File: config.mk
export PLATFORM = sky130hd
export DESIGN_NAME = rx_ctrl
export DESIGN_NICKNAME = d
export VERILOG_FILES = /design/src/rtl/rx_pkg.sv /design/src/rtl/rx_bit_timer.sv /design/src/rtl/rx_ctrl.sv
export SDC_FILE = /design/constraint.sdc
export NUM_CORES = 1
export LEC_CHECK = 0
export BUFFER_PORTS_ARGS = -buffer_cell sky130_fd_sc_hd__buf_2
export CAP_MARGIN = 20
export CORE_MARGIN = 2
export CORE_UTILIZATION = 55
export DETAILED_ROUTE_END_ITERATION = 10
export GPL_TIMING_DRIVEN = 0
export PLACE_DENSITY = 0.75
export REMOVE_ABC_BUFFERS = 1
export SLEW_MARGIN = 20
export SYNTH_ARGS = -nofsm -noshare
export SYNTH_HDL_FRONTEND = slang
export SYNTH_HIERARCHICAL = 1
export SYNTH_SLANG_ARGS = --single-unit
File: constraint.sdc
create_clock -name clk -period 2.7 [get_ports clk]
set_input_delay 0.405 -clock clk [delete_from_list [all_inputs] [get_ports clk]]
set_output_delay 0.405 -clock clk [all_outputs]
set_load 0.1 [all_outputs]
File: src/rtl/rx_pkg.sv
// Shared definitions for the UART receive sequencer.
//   rx_state_t        : FSM state encoding used by rx_ctrl
//   DEF_CLKS_PER_BIT  : default clock cycles per bit period
//   DEF_NUM_BITS      : default bits shifted per frame (8 data + 1 stop)
package rx_pkg;

   typedef enum logic [2:0] {
      IDLE,
      START_CHK,
      RECEIVE,
      STOP_CHK,
      LOAD
   } rx_state_t;

   localparam int DEF_CLKS_PER_BIT = 10;
   localparam int DEF_NUM_BITS     = 9;

endpackage

File: src/rtl/rx_bit_timer.sv
// Bit timing counters for the UART receive sequencer.
//   clk        in  : system clock, rising edge
//   n_rst      in  : asynchronous active-low reset
//   clear      in  : zero both counters (wins over enable)
//   enable     in  : advance clk_cnt; bit_cnt advances when clk_cnt wraps
//   half_bit   out : clk_cnt is at the last cycle of a half bit period
//   bit_end    out : clk_cnt is at the last cycle of a full bit period
//   bits_done  out : bit_end for the final bit of the frame
module rx_bit_timer #(
   parameter int CLKS_PER_BIT = 10,
   parameter int NUM_BITS     = 9
) (
   input  logic clk,
   input  logic n_rst,
   input  logic clear,
   input  logic enable,
   output logic half_bit,
   output logic bit_end,
   output logic bits_done
);

   localparam int CNT_W = $clog2(CLKS_PER_BIT);
   localparam int BIT_W = $clog2(NUM_BITS + 1);

   logic [CNT_W-1:0] clk_cnt_reg;
   logic [BIT_W-1:0] bit_cnt_reg;

   assign half_bit  = (clk_cnt_reg == CNT_W'(CLKS_PER_BIT / 2 - 1));
   assign bit_end   = (clk_cnt_reg == CNT_W'(CLKS_PER_BIT - 1));
   assign bits_done = bit_end && (bit_cnt_reg == BIT_W'(NUM_BITS - 1));

   always_ff @(posedge clk or negedge n_rst) begin
      if (!n_rst) begin
         clk_cnt_reg <= '0;
         bit_cnt_reg <= '0;
      end else if (clear) begin
         clk_cnt_reg <= '0;
         bit_cnt_reg <= '0;
      end else if (enable) begin
         if (bit_end) begin
            clk_cnt_reg <= '0;
            bit_cnt_reg <= bit_cnt_reg + BIT_W'(1);
         end else begin
            clk_cnt_reg <= clk_cnt_reg + CNT_W'(1);
         end
      end
   end

endmodule

File: src/rtl/rx_ctrl.sv
// UART receive sequencer: finds the start bit, confirms it at mid-bit,
// strobes the 9-bit shift register at every bit centre, checks the stop bit
// and either pulses load_buffer or sets the sticky framing error.
//   clk            in  : system clock, rising edge
//   n_rst          in  : asynchronous active-low reset
//   serial_in      in  : synchronized RX line, idle high
//   stop_bit       in  : MSB of the shift register, valid after the last strobe
//   shift_strobe   out : 1-cycle shift register enable at each bit centre
//   load_buffer    out : 1-cycle pulse, frame good, copy to RX buffer
//   framing_error  out : sticky, last frame had a low stop bit
//   rx_busy        out : high whenever the FSM is not idle
module rx_ctrl
   import rx_pkg::*;
#(
   parameter int CLKS_PER_BIT = DEF_CLKS_PER_BIT,
   parameter int NUM_BITS     = DEF_NUM_BITS
) (
   input  logic clk,
   input  logic n_rst,
   input  logic serial_in,
   input  logic stop_bit,
   output logic shift_strobe,
   output logic load_buffer,
   output logic framing_error,
   output logic rx_busy
);

   rx_state_t state_reg, state_next;
   logic      prev_in_reg;
   logic      framing_error_reg, framing_error_next;
   logic      start_edge;
   logic      timer_clear, timer_enable;
   logic      half_bit, bit_end, bits_done;

   assign start_edge    = prev_in_reg & ~serial_in;
   assign framing_error = framing_error_reg;
   assign rx_busy       = (state_reg != IDLE);

   rx_bit_timer #(
      .CLKS_PER_BIT (CLKS_PER_BIT),
      .NUM_BITS     (NUM_BITS)
   ) u_timer (
      .clk       (clk),
      .n_rst     (n_rst),
      .clear     (timer_clear),
      .enable    (timer_enable),
      .half_bit  (half_bit),
      .bit_end   (bit_end),
      .bits_done (bits_done)
   );

   always_ff @(posedge clk or negedge n_rst) begin
      if (!n_rst) begin
         state_reg         <= IDLE;
         prev_in_reg       <= 1'b1;
         framing_error_reg <= 1'b0;
      end else begin
         state_reg         <= state_next;
         prev_in_reg       <= serial_in;
         framing_error_reg <= framing_error_next;
      end
   end

   always_comb begin
      state_next         = state_reg;
      framing_error_next = framing_error_reg;
      timer_clear        = 1'b0;
      timer_enable       = 1'b0;
      shift_strobe       = 1'b0;
      load_buffer        = 1'b0;
      case (state_reg)
         IDLE: begin
            // Counters are held at zero while idle so the half-bit count
            // starts cleanly from the start edge.
            timer_clear = 1'b1;
            if (start_edge) begin
               state_next = START_CHK;
            end
         end
         START_CHK: begin
            timer_enable = 1'b1;
            if (half_bit) begin
               if (!serial_in) begin
                  // Start bit confirmed: realign to bit centres and
                  // forget the previous frame's error.
                  state_next         = RECEIVE;
                  timer_clear        = 1'b1;
                  framing_error_next = 1'b0;
               end else begin
                  state_next = IDLE;
               end
            end
         end
         RECEIVE: begin
            timer_enable = 1'b1;
            shift_strobe = bit_end;
            if (bits_done) begin
               state_next = STOP_CHK;
            end
         end
         STOP_CHK: begin
            if (stop_bit) begin
               state_next = LOAD;
            end else begin
               framing_error_next = 1'b1;
               state_next         = IDLE;
            end
         end
         LOAD: begin
            load_buffer = 1'b1;
            state_next  = IDLE;
         end
         default: begin
            state_next = IDLE;
         end
      endcase
   end

endmodule

==> reports/results.txt, run 1 <==
status = finished clean
Pre-Repair DR Iteration Count = 4
die area = 1754 um2
Syn Area/Cell = 9.747 um2
Power Density = 889.0 nW/um2
worst slew pin tran = 0.9599 ns
Synth async-reset ratio = 1.000
final setup fails = 0
Clock Path Buffers = 2
Reg power frac = 0.399
Hold Path Class = in -> async
DR vias = 599
Global Route Usage Sum = 0.1834
commonest non-fill, non-tap cell in the layout = dfrtp_1
IO buf count = 7
worst slack at placement = 0.6484 ns
post-route minimum period = 2.300 ns
Slew HR = 0.3562
cell row count = 13
largest net degree at the start of global routing = 14
P&R area growth vs syn = 7.449%
commonest non-fill, non-tap cells in the layout = dfrtp_1 (12), a21oi_1 (9), inv_1 (7), buf_2 (7), nand2_1 (6)
crit start category = register
peak supply drop = 0.7100 mV
clock sinks = 13
post-layout net count = 98
Synth cell types = 31
Clock transition at path regs = 0.08 ns
Root Buffer = clkbuf_4
leakage power = 0.3921 nW
Worst-Skew Late Latency = 0.27 ns
clock group share of total power = 0.158
final wirelength = 1.364 mm
CP Max Fanout = 5
Mapped Area = 789.5 um2
max-cap violations = 0
remaining global-route overflow = 0
NetSw = 0.0003499 W
Fmax = 434.8 MHz
RSZ-0062 raised after global routing = no
WP data arrival = 1.89 ns
Top FF cell, synth = dfrtp_1
post-DR wirelength/cell = 13.24 um
EDFF count, synth = 0
Die W = 41.89 um
Initial DRC Count = 5
share of cells above drive strength 1 = 0.1591
setup total negative slack = 0 ns
gpl congestion = 0.7678
CTS tree = yes
number of remaining DRC errors = 0
post-CTS sizing = 0
WP data required = 2.30 ns
Hold-fix buffers, CTS = 0
setup slack after layout = 0.4002 ns
initial antenna violation count = 0
Die H = 41.89 um
Initial Util = 0.5992
Hold Violations, Final = 0
post-route core utilization = 0.6439
post-route antenna net violation count = 0
combinational share of power = 0.443
Int Power = 0.0004042 W
Tcrit/Tclk final = 0.8518
fillers = 117
reg-to-reg slack, setup = 0.62 ns
FF+latch count, synth = 13
antenna cell count = 0
first-pass GRT wire length = 2.484 mm
Ys Warns = 6
synthesized instance count = 81
Core ar. = 1318 um2
CP Capture Type = output port
setup bufs post-CTS = 0
routed vias/inst = 5.816
vias in the first global route = 582
TritonCTS buffer count = 3
Seq/Total Area, Yosys = 0.4136
Max Transition Viols Final = 0
H-tree levels = 1
Final Skew = 0.004548 ns
DPL Wire Length = 971.3 um
Setup CP Type = reg -> out
Ports = 8
Net Sw Frac = 0.4640
-- power by group through the flow --
| stage | combinational [W] | sequential, W | clock (W) |
|---|---|---|---|
| finish | 0.000334 | 0.000301 | 0.000119 |
| global route | 0.000366 | 0.000312 | 0.000130 |
| CTS | 0.000338 | 0.000301 | 0.000125 |
| detailed placement | 0.000336 | 0.000303 | 0 |
| global placement | 0.000328 | 0.000300 | 0 |
| floorplan | 0.000234 | 0.000336 | 0 |
-- per-layer routing --
metal,track usage,up-vias,routed length (um)
met2,0.3156,5,699
met1,0.2244,296,629
met3,0.02609,2,23
met4,0.08387,0,12
met5,0,-,0
li1,-,296,-
-- kinds of logic (layout without fill, tap and decap cells) --
kind of cell / Yosys count / count (layout) / synth area share
and+or+nand+nor: 32 / 32 / 0.2853
xor gates and xnor gates: 1 / 1 / 0.01110
AOI/OAI and AO/OA: 18 / 18 / 0.1363
DFF: 13 / 13 / 0.4136
muxes: 1 / 1 / 0.01268
adders and majority gates: 5 / 5 / 0.07924
buffers and inverters: 11 / 18 / 0.06181
-- worst max-delay path: stages, from the launching register on --
cell and delay [ns]:
dfrtp_1 0.42, inv_1 0.09, ha_1 0.25, nand3b_1 0.18, inv_1 0.08, nor3b_1 0.15
buf_2 0.45
-- through the flow --
stage	instance area [um2]	hold WS, ns	power, W	std cells
global route	848.3	0.01841	0.0008079	103
CTS	848.3	0.008670	0.0007637	103
global placement	820.8	0.3061	0.0006289	99
finish	848.3	0.002341	0.0007542	103
floorplan	767.0	0.1094	0.0005704	77
detailed placement	820.8	0.3114	0.0006388	99
-- synth_stat cells (2+ instances only) --
master | n | area (um2)
clkbuf_1 | 2 | 7.510
nand2_1 | 6 | 22.52
or3b_1 | 2 | 17.52
nor3b_1 | 2 | 15.01
or3_1 | 3 | 18.77
nor2_1 | 2 | 7.510
nand4bb_1 | 2 | 22.52
and4b_1 | 2 | 20.02
a21oi_1 | 9 | 45.04
nand3_1 | 3 | 15.01
o21ai_0 | 3 | 15.01
inv_1 | 7 | 26.28
dfrtp_1 | 12 | 300.3
ha_1 | 5 | 62.56
nand2b_1 | 5 | 31.28
-- worst paths after layout --
kind | to | startpoint | cells after the start
max | shift_strobe | u_timer/clk_cnt_reg[1]$_DFFE_PN0P_ | 6
max in group asynchronous | prev_in_reg$_DFF_PN1_ | n_rst | 1
min in group clk | prev_in_reg$_DFF_PN1_ | serial_in | 1
min reg2reg | framing_error$_DFFE_PN0P_ | framing_error$_DFFE_PN0P_ | 2
min | state_reg[1]$_DFFE_PN0P_ | n_rst | 1
max reg2reg | u_timer/bit_cnt_reg[3]$_DFFE_PN0P_ | state_reg[0]$_DFFE_PN0P_ | 5
-- final cells by class --
class / count / area [um2] / area share
timing repair buffer: 7 / 35.03 / 0.04130
clock buffer: 3 / 22.52 / 0.02655
tap: 15 / 18.77 / 0.02212
multi-input combinational: 57 / 414.1 / 0.4882
sequential: 13 / 326.6 / 0.3850
inverter: 7 / 26.28 / 0.03097
clock inverter: 1 / 5.005 / 0.005900
No activity file was read; power rests on OpenSTA's default activity.
==> run 2, diff against run 1 <==
Settings changed: CORE_UTILIZATION 55 to 38, PLACE_DENSITY 0.75 to unset.
==> run 2 against run 1 <==
Effect of this change:
- core utilization shrank 20 points
- non-clock buffer count unchanged
- first-iteration DRC count grew 100%
- die area grew 40%
- final area up 2.2%
- critical path type unchanged
- highest routed layer is now met3
==> reports/results.txt, run 2 (synthesis results as in run 1) <==
delay-heaviest family, CP = buffers and inverters
largest net degree at the start of global routing = 14 (unchanged)
P&R area growth vs syn = 9.826%
Tcrit/Tclk final = 0.8591 (+0.007314)
DPL Wire Length = 1.002 mm (+3.2%)
gpl congestion = 0.7518 (-2.1%)
Hold Path Class = in -> async
peak supply drop = 0.5092 mV (-28%)
Hold Violations, Final = 0 (unchanged)
Initial Util = 0.4024 (-0.1968)
IO buf count = 7 (unchanged)
worst slack at placement = 0.5459 ns (-0.1025 ns)
Worst-Skew Late Latency = 0.27 ns (about the same)
clock sinks = 13 (unchanged)
first-pass GRT wire length = 2.780 mm (+12%)
Clock transition at path regs = 0.08 ns (about the same)
setup slack after layout = 0.3805 ns (-0.01975 ns)
post-route antenna net violation count = 0 (unchanged)
final wirelength = 1.441 mm (+5.6%)
CP max stage cell = buf_2
number of remaining DRC errors = 0 (unchanged)
TritonCTS buffer count = 3 (unchanged)
Final Skew = 0.001344 ns (-0.003205 ns)
Clock Path Buffers = 2 (unchanged)
CTS tree = yes
DP Cell Count = 111 (+12%)
H-tree levels = 1 (unchanged)
post-layout net count = 98 (unchanged)
Slew HR = 0.5455 (+0.1893)
most frequent CP cell = inv_1
final setup fails = 0 (unchanged)
total power = 0.0007618 W (+1.0%)
WP data arrival = 1.91 ns (+0.02 ns)
post-CTS sizing = 0 (unchanged)
Ports = 8 (unchanged)
leakage power = 0.3912 nW (-0.23%)
CP Capture Type = output port
share of cells above drive strength 1 = 0.1591 (unchanged)
Buf/Inv on CP = 3 (unchanged)
cell row count = 16 (+3)
Hold-fix buffers, CTS = 0 (unchanged)
Max Transition Viols Final = 0 (unchanged)
Setup CP Type = reg -> out
commonest non-fill, non-tap cell in the layout = dfrtp_1
vias in the first global route = 609 (+4.6%)
die area = 2458 um2 (+40%)
Layout Cells excl Fill = 115 (+12%)
crit start category = register
Die W = 49.58 um (+18%)
Global Route Usage Sum = 0.1454 (-0.03797)
worst slew pin tran = 0.6817 ns (-0.2782 ns)
max-cap violations = 0 (unchanged)
antenna cell count = 0 (unchanged)
Fmax = 431.1 MHz (-0.85%)
max incr delay on CP = 0.45 ns (about the same)
remaining global-route overflow = 0 (unchanged)
initial antenna violation count = 0 (unchanged)
setup total negative slack = 0 ns (unchanged)
post-route minimum period = 2.320 ns (+0.01975 ns)
Core ar. = 1962 um2 (+49%)
Power Density = 878.6 nW/um2 (-1.2%)
DR vias = 597 (-0.33%)
Root Buffer = clkbuf_4
WP data required = 2.30 ns (about the same)
status = finished clean
commonest non-fill, non-tap cells in the layout = dfrtp_1 (12), a21oi_1 (9), inv_1 (7), buf_2 (7), nand2_1 (6)
post-DR wirelength/cell = 12.53 um (-5.4%)
RSZ-0062 raised after global routing = no
CP Max Fanout = 5 (unchanged)
Die H = 49.58 um (+18%)
crit-path cells = inv_1 -> ha_1 -> nand3b_1 -> inv_1 -> nor3b_1 -> buf_2
Pre-Repair DR Iteration Count = 4 (unchanged)
routed vias/inst = 5.191 (-11%)
Initial DRC Count = 10 (+5)
setup bufs post-CTS = 0 (unchanged)
==> run 2: through the flow <==
stage                     utilization  instance area (um2)  hold WS, ns
after CTS                      0.4394                862.1     0.005884
after global placement         0.4260                835.8       0.3160
after global routing           0.4420                867.1      0.01865
after floorplan                     -                767.0       0.1094
final                          0.4420                867.1     0.008058
after detailed placement       0.4260                835.8       0.3137
==> run 2: final timing paths <==
check                           slack (ns)                                  to                               start  depth (start not counted)
worst max-delay path                  0.38                        shift_strobe  u_timer/clk_cnt_reg[1]$_DFFE_PN0P_                          6
worst min-delay path                 0.008            state_reg[1]$_DFFE_PN0P_                               n_rst                          1
worst max register to register        0.59  u_timer/bit_cnt_reg[3]$_DFFE_PN0P_            state_reg[0]$_DFFE_PN0P_                          5
worst min register to register        0.54           framing_error$_DFFE_PN0P_           framing_error$_DFFE_PN0P_                          2
max in group asynchronous             2.41               prev_in_reg$_DFF_PN1_                               n_rst                          1
min in group clk                      0.26               prev_in_reg$_DFF_PN1_                           serial_in                          1
==> run 2: final cells by class <==
type,instances,area [um2]
inverters,7,26.28
flip-flops and latches,13,326.6
well taps,27,33.78
multi-input cells,57,419.2
repair buffers,7,35.03
fillers,193,1095
clock buffers,4,26.28
==> run 2: power by group <==
| part | internal, W | switching, W |
|---|---|---|
| combinational | 0.000114 | 0.000226 |
| clock | 0.0000572 | 0.0000634 |
| sequential | 0.000237 | 0.0000645 |
==> run 2: layer usage <==
| layer | up-vias | track usage | part of all wire | wire length (um) |
|---|---|---|---|---|
| met1 | 290 | 0.2008 | 0.48 | 693 |
| met2 | 9 | 0.2244 | 0.48 | 693 |
| met3 | 0 | 0.01818 | 0.037 | 54 |
| li1 | 298 | - | - | - |
| met4 | 0 | 0.06944 | 0 | 0 |
| met5 | - | 0 | 0 | 0 |
==> run 3, diff against run 2 <==
Settings changed: CORE_MARGIN 2 to unset, CTS_CLUSTER_DIAMETER set to 30, PLACE_DENSITY_LB_ADDON set to 0.1.
==> run 3 against run 2 <==
Effect of this change:
- critical path depth is the same
- clock power barely moved
- worst hold slack got worse by 0.0035 ns
- sequential share of layout area up 0.22 points
- count of clock-buffer cells in the layout unchanged
- critical endpoint unchanged
==> reports/results.txt, run 3 (synthesis results as in run 1) <==
leakage power = 0.3893 nW (-0.47%)
Hold Violations, Final = 0 (unchanged)
final setup fails = 0 (unchanged)
post-layout net count = 98 (unchanged)
Clock transition at path regs = 0.08 ns (about the same)
total power = 0.0007596 W (-0.29%)
Core ar. = 1962 um2 (unchanged)
clock sinks = 13 (unchanged)
WP data arrival = 1.93 ns (+0.02 ns)
Die H = 47.58 um (-4.0%)
CP Capture Type = output port
worst slew pin tran = 1.002 ns (+0.3206 ns)
Final Skew = 0.002331 ns (+0.0009871 ns)
status = finished clean
initial antenna violation count = 0 (unchanged)
hold slack = 0.004581 ns (-0.003477 ns)
commonest non-fill, non-tap cell in the layout = dfrtp_1
RSZ-0062 raised after global routing = no
setup total negative slack = 0 ns (unchanged)
TritonCTS buffer count = 3 (unchanged)
commonest non-fill, non-tap cells in the layout = dfrtp_1 (12), a21oi_1 (9), inv_1 (7), buf_2 (7), nand2_1 (6)
Slew HR = 0.3278 (-0.2177)
first-pass GRT wire length = 2.373 mm (-15%)
share of cells above drive strength 1 = 0.1477 (-0.01136)
WP data required = 2.30 ns (about the same)
Worst-Skew Late Latency = 0.27 ns (about the same)
vias in the first global route = 539 (-11%)
remaining global-route overflow = 0 (unchanged)
post-DR wirelength/cell = 12.33 um (-1.6%)
met2 GRT Util = 0.2219 (-0.002527)
peak supply drop = 0.4953 mV (-2.7%)
Int Power = 0.0004070 W (-0.26%)
grt met3 use = 0.04528 (+0.02710)
post-CTS sizing = 0 (unchanged)
Fmax = 429.0 MHz (-0.48%)
H-tree levels = 1 (unchanged)
clock group share of total power = 0.162 (+0.004)
Hold Path Class = in -> async
Die W = 47.58 um (-4.0%)
Ports = 8 (unchanged)
fillers = 219 (+13%)
cell row count = 16 (unchanged)
DPL Wire Length = 963.4 um (-3.9%)
Net Sw Frac = 0.4642 (about the same)
gpl congestion = 0.7131 (-5.1%)
P&R area growth vs syn = 9.192%
IO buf count = 7 (unchanged)
Global Route Usage Sum = 0.1579 (+0.01252)
NetSw = 0.0003526 W (-0.31%)
Root Buffer = clkbuf_4
Hold-fix buffers, CTS = 0 (unchanged)
antenna cell count = 0 (unchanged)
Max Transition Viols Final = 0 (unchanged)
routed vias/inst = 4.930 (-5.0%)
max-cap violations = 0 (unchanged)
post-route antenna net violation count = 0 (unchanged)
combinational share of power = 0.441 (-0.005)
DR vias = 567 (-5.0%)
number of remaining DRC errors = 0 (unchanged)
largest net degree at the start of global routing = 14 (unchanged)
Setup CP Type = reg -> out
Pre-Repair DR Iteration Count = 4 (unchanged)
Power Density = 881.1 nW/um2 (+0.29%)
GRT Max-Usage Layer = met2
CTS tree = yes
Reg power frac = 0.396 (about the same)
CP Max Fanout = 5 (unchanged)
post-route minimum period = 2.331 ns (+0.01124 ns)
final wirelength = 1.418 mm (-1.6%)
crit start category = register
Initial DRC Count = 8 (-2)
Tcrit/Tclk final = 0.8633 (+0.004162)
Initial Util = 0.4024 (unchanged)
setup bufs post-CTS = 0 (unchanged)
die area = 2264 um2 (-7.9%)
met1 Use GR = 0.2191 (+0.01835)
Clock Path Buffers = 2 (unchanged)
-- run 3: metrics by stage --
step	worst slack (ns)	util	cells	instance area (um2)
2_1_floorplan	-0.7978	-	77	767.0
3_3_place_gp	0.5856	0.4260	111	835.8
5_1_grt	0.2146	0.4394	115	862.1
6_report	0.3692	0.4394	115	862.1
4_1_cts	0.3591	0.4394	115	862.1
3_5_place_dp	0.5540	0.4260	111	835.8
-- run 3: critical path, stage by stage (launching register included) --
cell,delay (ns)
dfrtp_1,0.43
inv_1,0.09
ha_1,0.25
nand3b_1,0.18
inv_1,0.09
nor3b_1,0.16
buf_2,0.45
-- run 3: routing by layer --
metal | routed length [um] | part of all wire | vias to the layer above
li1 | - | - | 297
met3 | 25 | 0.018 | 2
met4 | 12 | 0.0085 | 0
met2 | 629 | 0.44 | 4
met5 | 0 | 0 | -
met1 | 750 | 0.53 | 264
-- run 3: area by class of cell --
type	count	area, um2	share of cell area
Inverter	7	26.28	0.03048
Sequential cell	13	326.6	0.3788
Tap cell	27	33.78	0.03919
Multi-Input combinational cell	57	414.1	0.4804
Clock buffer	4	26.28	0.03048
Timing Repair Buffer	7	35.03	0.04064
-- run 3: final timing paths --
check,end,cells after the start,slack (ns),start
setup / recovery,shift_strobe,6,0.37,u_timer/clk_cnt_reg[1]$_DFFE_PN0P_
hold / removal,u_timer/clk_cnt_reg[0]$_DFFE_PN0P_,1,0.005,n_rst
setup reg to reg,u_timer/bit_cnt_reg[0]$_DFFE_PN0P_,6,0.61,u_timer/clk_cnt_reg[0]$_DFFE_PN0P_
hold reg to reg,framing_error$_DFFE_PN0P_,2,0.54,framing_error$_DFFE_PN0P_
max in group asynchronous,prev_in_reg$_DFF_PN1_,1,2.41,n_rst
min in group clk,prev_in_reg$_DFF_PN1_,1,0.26,serial_in
-- run 3: power groups by stage --
stage                     Combinational (W)  Clock [W]  Sequential, W
final                              0.000335   0.000123       0.000301
after global routing               0.000369   0.000142       0.000312
after detailed placement           0.000334          0       0.000304
after global placement             0.000336          0       0.000301
after CTS                          0.000338   0.000132       0.000301
after floorplan                    0.000234          0       0.000336
